### config.mk
export PLATFORM = sky130hd
export DESIGN_NAME = unified_mem_arbiter
export DESIGN_NICKNAME = d
export VERILOG_FILES = /design/src/rtl/mem_arb_pkg.sv /design/src/rtl/sat_counter.sv /design/src/rtl/unified_mem_arbiter.sv
export SDC_FILE = /design/constraint.sdc
export NUM_CORES = 1
export LEC_CHECK = 0
export ABC_AREA = 1
export CAP_MARGIN = 10
export CELL_PAD_IN_SITES_DETAIL_PLACEMENT = 1
export CELL_PAD_IN_SITES_GLOBAL_PLACEMENT = 1
export CORE_UTILIZATION = 23
export CTS_CLUSTER_SIZE = 12
export DETAILED_ROUTE_END_ITERATION = 12
export HOLD_SLACK_MARGIN = 0.06
export PLACE_DENSITY_LB_ADDON = 0.1
export SYNTH_ARGS = -nofsm -noshare
export SYNTH_HDL_FRONTEND = slang
export SYNTH_HIERARCHICAL = 1
export SYNTH_SLANG_ARGS = --single-unit
### constraint.sdc
create_clock -name clk -period 2.8 [get_ports clk]
set_input_delay 0.42 -clock clk [delete_from_list [all_inputs] [get_ports clk]]
set_output_delay 0.42 -clock clk [all_outputs]
set_load 0.005 [all_outputs]
### src/rtl/mem_arb_pkg.sv
// Shared encodings for the unified memory arbiter: FSM states, the IF-stage NOP,
// and the legal wait-state range that sizes the wait counter.
package mem_arb_pkg;

    typedef enum logic {
        S_FETCH = 1'b0,
        S_DATA  = 1'b1
    } state_t;

    localparam logic [31:0] NOP_INSTR       = 32'h0000_0013;
    localparam int          WAIT_STATES_MIN = 0;
    localparam int          WAIT_STATES_MAX = 3;
    localparam int          WCNT_W          = $clog2(WAIT_STATES_MAX + 1);

endpackage

### src/rtl/sat_counter.sv
// Saturating event counter: one cycle per increment, synchronous clear has priority,
// holds at all-ones; no backpressure.
module sat_counter #(
    parameter int W = 16
) (
    input  logic         clk,
    input  logic         clr,
    input  logic         inc,
    output logic [W-1:0] q
);

    always_ff @(posedge clk) begin
        if (clr) begin
            q <= '0;
        end else if (inc && (q != {W{1'b1}})) begin
            q <= q + W'(1);
        end
    end

endmodule

### src/rtl/unified_mem_arbiter.sv
// Shares one memory port between IF fetch and MEM load/store, data first; each access is
// 1+WAIT_STATES cycles and the pipeline is held through stall_if / stall_mem.
module unified_mem_arbiter
    import mem_arb_pkg::*;
#(
    parameter int ADDR_W      = 6,
    parameter int DATA_W      = 32,
    parameter int WAIT_STATES = 0,
    parameter int CNT_W       = 16
) (
    input  logic              clk,
    input  logic              rst,
    input  logic              if_req,
    input  logic [ADDR_W-1:0] if_addr,
    output logic [DATA_W-1:0] if_data,
    output logic              if_valid,
    input  logic              d_rd,
    input  logic              d_wr,
    input  logic [ADDR_W-1:0] d_addr,
    input  logic [DATA_W-1:0] d_wdata,
    output logic [DATA_W-1:0] d_rdata,
    output logic              d_done,
    output logic              stall_if,
    output logic              stall_mem,
    output logic [ADDR_W-1:0] mem_addr,
    output logic              mem_rd,
    output logic              mem_wr,
    output logic [DATA_W-1:0] mem_wdata,
    input  logic [DATA_W-1:0] mem_rdata,
    output logic [CNT_W-1:0]  conflict_cnt
);

    localparam logic [WCNT_W-1:0] WS_LAST = WCNT_W'(WAIT_STATES);

    state_t            state, state_nxt;
    logic [WCNT_W-1:0] wcnt, wcnt_nxt;
    logic [DATA_W-1:0] rdata_q;
    logic [CNT_W-1:0]  cnt_q;

    logic              data_req, last, ld_only;
    logic              fetch_done, data_done, ld_done;
    logic [ADDR_W-1:0] addr_c;
    logic              rd_c, wr_c;

    assign data_req = d_rd | d_wr;
    assign ld_only  = d_rd & ~d_wr;
    assign last     = (wcnt == WS_LAST);
    assign ld_done  = data_done & ld_only;

    always_comb begin
        state_nxt  = state;
        wcnt_nxt   = wcnt;
        addr_c     = if_addr;
        rd_c       = 1'b0;
        wr_c       = 1'b0;
        fetch_done = 1'b0;
        data_done  = 1'b0;
        case (state)
            S_FETCH: begin
                // A fetch already under way (wcnt>0) is never pre-empted.
                if (data_req && (wcnt == '0)) begin
                    addr_c = d_addr;
                    rd_c   = ld_only;
                    if (last) begin
                        wr_c      = d_wr;
                        data_done = 1'b1;
                    end else begin
                        state_nxt = S_DATA;
                        wcnt_nxt  = wcnt + WCNT_W'(1);
                    end
                end else begin
                    addr_c = if_addr;
                    rd_c   = if_req;
                    if (!if_req) begin
                        wcnt_nxt = '0;
                    end else if (last) begin
                        fetch_done = 1'b1;
                        wcnt_nxt   = '0;
                    end else begin
                        wcnt_nxt = wcnt + WCNT_W'(1);
                    end
                end
            end
            S_DATA: begin
                addr_c = d_addr;
                rd_c   = ld_only;
                // A request withdrawn mid-access is dropped rather than left hanging.
                if (!data_req) begin
                    state_nxt = S_FETCH;
                    wcnt_nxt  = '0;
                end else if (last) begin
                    wr_c      = d_wr;
                    data_done = 1'b1;
                    state_nxt = S_FETCH;
                    wcnt_nxt  = '0;
                end else begin
                    wcnt_nxt = wcnt + WCNT_W'(1);
                end
            end
            default: begin
                state_nxt = S_FETCH;
                wcnt_nxt  = '0;
            end
        endcase
    end

    // Outputs are gated while reset is low so an interrupted store never reaches memory.
    always_comb begin
        mem_addr     = addr_c;
        mem_rd       = rd_c;
        mem_wr       = wr_c;
        mem_wdata    = d_wdata;
        if_valid     = fetch_done;
        if_data      = mem_rdata;
        d_done       = data_done;
        d_rdata      = ld_done ? mem_rdata : rdata_q;
        stall_mem    = data_req & ~data_done;
        stall_if     = if_req & ~fetch_done;
        conflict_cnt = cnt_q;
        if (!rst) begin
            mem_addr     = '0;
            mem_rd       = 1'b0;
            mem_wr       = 1'b0;
            mem_wdata    = '0;
            if_valid     = 1'b0;
            if_data      = '0;
            d_done       = 1'b0;
            d_rdata      = '0;
            stall_mem    = 1'b0;
            stall_if     = 1'b0;
            conflict_cnt = '0;
        end
    end

    always_ff @(posedge clk) begin
        if (!rst) begin
            state   <= S_FETCH;
            wcnt    <= '0;
            rdata_q <= '0;
        end else begin
            state <= state_nxt;
            wcnt  <= wcnt_nxt;
            if (ld_done) begin
                rdata_q <= mem_rdata;
            end
        end
    end

    sat_counter #(
        .W (CNT_W)
    ) u_conflict_cnt (
        .clk (clk),
        .clr (~rst),
        .inc (stall_if),
        .q   (cnt_q)
    );

endmodule

# == After elaboration in Yosys (flattened, before gate mapping) ==
# Cells that the tools add are included.
# word_totals
output_inout_bits,124
wordCells,57
ff_bits,51
# op_classes
reduce_logical,3
n_mux,37
n_eq_ne,2
add_sub_neg,2
bitwise_logic,9
# op_table
cell,count
$mux W32,4
$mux W1,19
$add A16 B1 Y16 const B,1
$mux W16,1
$ne A16 B16 Y1 const B,1
$mux W6,2
$pmux W6 S2,1
$mux W2,5
$pmux W1 S2,4
$and A1 B1 Y1,4
$not A1 Y1,4
$pmux W2 S2,1
$ne A3 B3 Y1 const B,1
$add A2 B1 Y2 const B,1
$logic_and A1 B1 Y1,2
$logic_not A2 Y1,1
$or A1 B1 Y1,1

# == Longest topological paths before layout ==
# logic_depth
word_depth,9
ltp_mapped,17

# == Cells and area by module ==
# Netlist, hierarchy kept.
# modules_own_cells
mod,n_inst,seq_area_each_um2,area_each_um2,cells_per_inst
unified_mem_arbiter,1,700.7,2157.1,366
sat_counter,1,320.3,929.6,149

# == Worst setup path before layout ==
# OpenSTA, ideal clock, no wires.
# synth_path
path_kind,register -> register
from,reg wcnt[0]
to,reg u_conflict_cnt.q[13]
setup_time_ps,115
path_stages_with_launch,17
arrival_time_ps,1869
slack_ps,816
t_required_ps,2685
cell_sequence,dfxtp_1 > inv_1 > ha_1 > buf_4 > o21ai_2 > nand2_2 > inv_2 > nand3_1 > nand3_1 > inv_1 > buf_2 > nand3_1 > or2_0 > nor2_1 > nand3_1 > nand2_1 > nor2_1
# synth_between
elab_chain_cells,9
elab_cells_between_ends,10
cone_classes,mux: 5; bitwise: 2; reduce/logical: 3
# synth_rtl
element,line_no,source
from (decl),unified_mem_arbiter.sv:36,"logic [WCNT_W-1:0] wcnt, wcnt_nxt;"
from (signal assigned),unified_mem_arbiter.sv:142,wcnt <= wcnt_nxt;
$logic_not A2 Y1 (*),"unified_mem_arbiter.sv:47, unified_mem_arbiter.sv:61",
$mux W1,unified_mem_arbiter.sv:76,end else if (last) begin
$mux W1,unified_mem_arbiter.sv:74,if (!if_req) begin
$mux W1 (*),unified_mem_arbiter.sv:61,if (data_req && (wcnt == '0)) begin
$mux W1 (*),unified_mem_arbiter.sv:58,case (state)
$not A1 Y1 (*),unified_mem_arbiter.sv:118,stall_if = if_req & ~fetch_done;
$and A1 B1 Y1 (*),unified_mem_arbiter.sv:118,
$mux W1 (*),unified_mem_arbiter.sv:120,if (!rst) begin
via stall_if,unified_mem_arbiter.sv:23,"output logic stall_if,"
$logic_and A1 B1 Y1 (*),sat_counter.sv:15,end else if (inc && (q != {W{1'b1}})) begin
to (signal assigned),sat_counter.sv:16,q <= q + W'(1);
to (decl),sat_counter.sv:9,output logic [W-1:0] q
# The timed path passes the listed nets; every way through them passes the cells marked *.
# A chain may end at the register's enable or synchronous reset.

# == Final worst setup path ==
# layout_path
from,in d_rd
to,out d_rdata[6]
# layout_between
elab_chain_cells,7
elab_cells_between_ends,9
cone_classes,mux: 5; bitwise: 3; reduce/logical: 1
# layout_rtl
element,line_no,source
from (decl),unified_mem_arbiter.sv:17,"input logic d_rd,"
$or A1 B1 Y1,unified_mem_arbiter.sv:45,assign data_req = d_rd | d_wr;
$logic_and A1 B1 Y1,unified_mem_arbiter.sv:61,
$mux W1,unified_mem_arbiter.sv:61,
$pmux W1 S2,unified_mem_arbiter.sv:58,
$and A1 B1 Y1 (*),unified_mem_arbiter.sv:48,assign ld_done = data_done & ld_only;
$mux W32 (*),-,
$mux W32 (*),unified_mem_arbiter.sv:120,
to (decl),unified_mem_arbiter.sv:21,"output logic [DATA_W-1:0] d_rdata,"
# Mark *: on every way between the ends. The rest lies on a longest branch, timed or not.

==> impl_metrics.yaml <==
detailed_routing:
  routed-via-count: 3855
  first_pass_iters: 4
  viasPerCell: 4.346
  drt_wl_total_mm: 11.88
  first_iter_violations: 177
  drcViolationCount: 0
  final_antenna_net_count: 0
  wl_per_cell_um: 13.39
power:
  power_uw: 1951
  ir_drop_mv: 0.1755
  leakage_uw: 0.002603
  power_density_mw_per_mm2: 354.2
worst_setup_path:
  r2r-end: "u_conflict_cnt/q[13]"
  r2r-start: "wcnt[0]"
  arrival_ns: 2.24
  critPathKind: "input port to output pin"
  required_ns: 2.38
  slowest_delay_ns: 0.54
  reg2reg_slack_ns: 0.52
  worst-path-max-fanout: 13
  slowest_stage: "clkdlybuf4s50_1"
  cp_cell_sequence: "clkdlybuf4s50_1, inv_2, nor2_4, buf_4, clkbuf_16, nand3_1, a21oi_1, clkdlybuf4s50_1"
  cp-end-kind: "output pin"
  startpoint_type: "input port"
  crit_top_cell: "clkdlybuf4s50_1"
  worstRegToRegCells: 15
timing:
  rsz0062_at_grt: "no"
  drv_slew: 0
  tns_ns: 0
  slew_headroom: 0.6414
  fmax_ghz: 0.3764
  finalCritPeriodShare: 0.9489
  period_needed_ns: 2.657
  finalClockSkew_ns: 0.003822
  setup_viol: 0
  tightest_slew_ns: 0.5373
  hold_viol_final: 0
logic_synthesis:
  ys_ff_latch: 51
  synth_top_area_share: 0.3308
  yosysSeqAreaShare: 0.3308
  synth_area_leaders: "dfxtp_1 (33%), nand2_1 (20%), inv_1 (12%), nand3_1 (7.5%), a21oi_1 (6.6%)"
  ys_warn_count: 6
  syn_area_sq_mm: 0.003087
  synth_top_area_cell: "dfxtp_1"
  synth_area_per_cell_sq_um: 5.994
  synthesis.nets: 599
  synth.distinct_cells: 26
  synthCells: 515
grt:
  grt_pass1_vias: 3936
  grt_remaining_overflow: 0
  antenna_found_initial: 0
  track_usage: 0.1698
  grt_max_degree: 42
  grt_pass1_wl_mm: 19.33
clock_tree:
  insertion_delay_ns: 0.29
  hold_buffers: 0
  clk_path_buf_depth: 2
  root_buffer: "clkbuf_16"
  cts_tree: "yes"
  cts_max_level: 2
  cts.sinks: 51
  clk_pin_slew_ns: 0.07
  numCtsBuffers: 5
status:
  status: "finished clean"
cells_and_area:
  drive_above_1_share: 0.06713
  num-fill-cells: 1662
  final_nets: 798
  layout_common_cells: "clkdlybuf4s50_1 (203), nand2_1 (164), inv_1 (95)"
  final_common_cell: "clkdlybuf4s50_1"
  multi_input_area_sq_mm: 0.001550
  seq_area_sq_mm: 0.001021
  syn2layout_area_growth_pct: 78.48
  antenna_cells: 0
  utilization: 0.4279
floorplanning:
  start_util: 0.2397
  die_area_sq_mm: 0.01389
  ios: 205
  coreArea_sq_mm: 0.01288
  fp-row-count: 41
  die_w_um: 117.8
  die_y_um: 117.8
job:
  cap_violations: 0
hold_path:
  worstHoldStart: "rdata_q[3]"
  holdPathStages: 2
  min_to: "rdata_q[3]"
  hp-class: "flip-flop to flip-flop"
place:
  detailed_place_hpwl_mm: 9.355
  routabilityCongestion: 0.8015
  io_buffers: 204
[logic make-up (layout without fill, tap and decap cells)]
family	after synthesis	count (layout)	share of synthesized area
compound gates	50	50	0.08350
fa+ha+maj	3	3	0.01216
buf+inv	123	323	0.1719
flops	51	51	0.3308
simple gates	288	288	0.4017
[Yosys cell counts]
library cell	number
nand2_4	1
ha_1	3
nand4_1	3
nand3_2	1
nor4_1	1
a21oi_2	1
o21ai_0	7
buf_6	6
dfxtp_1	51
nand2_1	164
nand2_2	3
nand3_1	46
inv_2	2
clkbuf_1	7
nor2_4	3
buf_2	10
clkbuf_4	1
nor2_8	1
a21oi_1	41
buf_4	2
inv_1	95
nor2_1	51
nor3_1	3
or2_0	1
o21ai_2	1
nor2_2	10
[timing repair]
item	in CTS	in global routing
endpoints found under the setup margin	0	11
resized for setup	0	3
setup buffers	0	2
[state kept, by name, indices dropped and copies added (netlist names)]
signal            flops
rdata_q              32
state                 1
u_conflict_cnt/q     16
wcnt                  2
[final cells by class]
cell class	instances	area share
Timing Repair Buffer	218	0.3965
Inverter	97	0.06609
Multi-Input combinational cell	341	0.2814
Tap cell	172	0.03906
Clock inverter	2	0.006359
Sequential cell	51	0.1853
Clock buffer	6	0.02521
[how the worst max path moves through the flow]
stage                     startpoint  depth (start not counted)                   end  slack (ns)
after floorplan              wcnt[0]                         16  u_conflict_cnt/q[13]        0.82
after global placement          d_wr                          6            d_rdata[1]        0.13
after detailed placement        d_wr                          6           d_rdata[31]        0.07
after CTS                       d_wr                          6           d_rdata[31]        0.06
after global routing            d_wr                          7            d_rdata[1]        0.03
final                           d_rd                          8            d_rdata[6]        0.14
[where the power goes]
group	total (uW)	switching, uW	leakage (uW)	internal (uW)
sequential	756	8.06	0.000415	748
combinational	477	189	0.00210	288
clock	719	274	0.0000868	445
total	1950	471	0.00260	1480
[worst max-delay path, delay by kind of cell]
kind                   cells  cell delay [ns]
AND/OR/NAND/NOR            2             0.17
buffers and inverters      5             1.44
AO/OA/AOI/OAI              1             0.20
[per-layer routing]
metal	global-route usage	part of all wire	up-vias
met4	0.03125	0.0069	0
li1	-	-	1938
met2	0.3081	0.49	152
met3	0.04312	0.071	7
met5	0	0	-
met1	0.2008	0.43	1758
[through the flow]
stage	cell area (sq um)	hold slack, ns	setup WS, ns	cells
after floorplan	3087	0.4435	0.8159	515
after global placement	5280	0.4518	0.1326	876
after detailed placement	5280	0.4596	0.06537	876
after CTS	5454	0.4700	0.06368	884
after global routing	5509	0.4879	0.02687	887
final	5509	0.4669	0.1430	887
(Power assumes the default switching activity.)
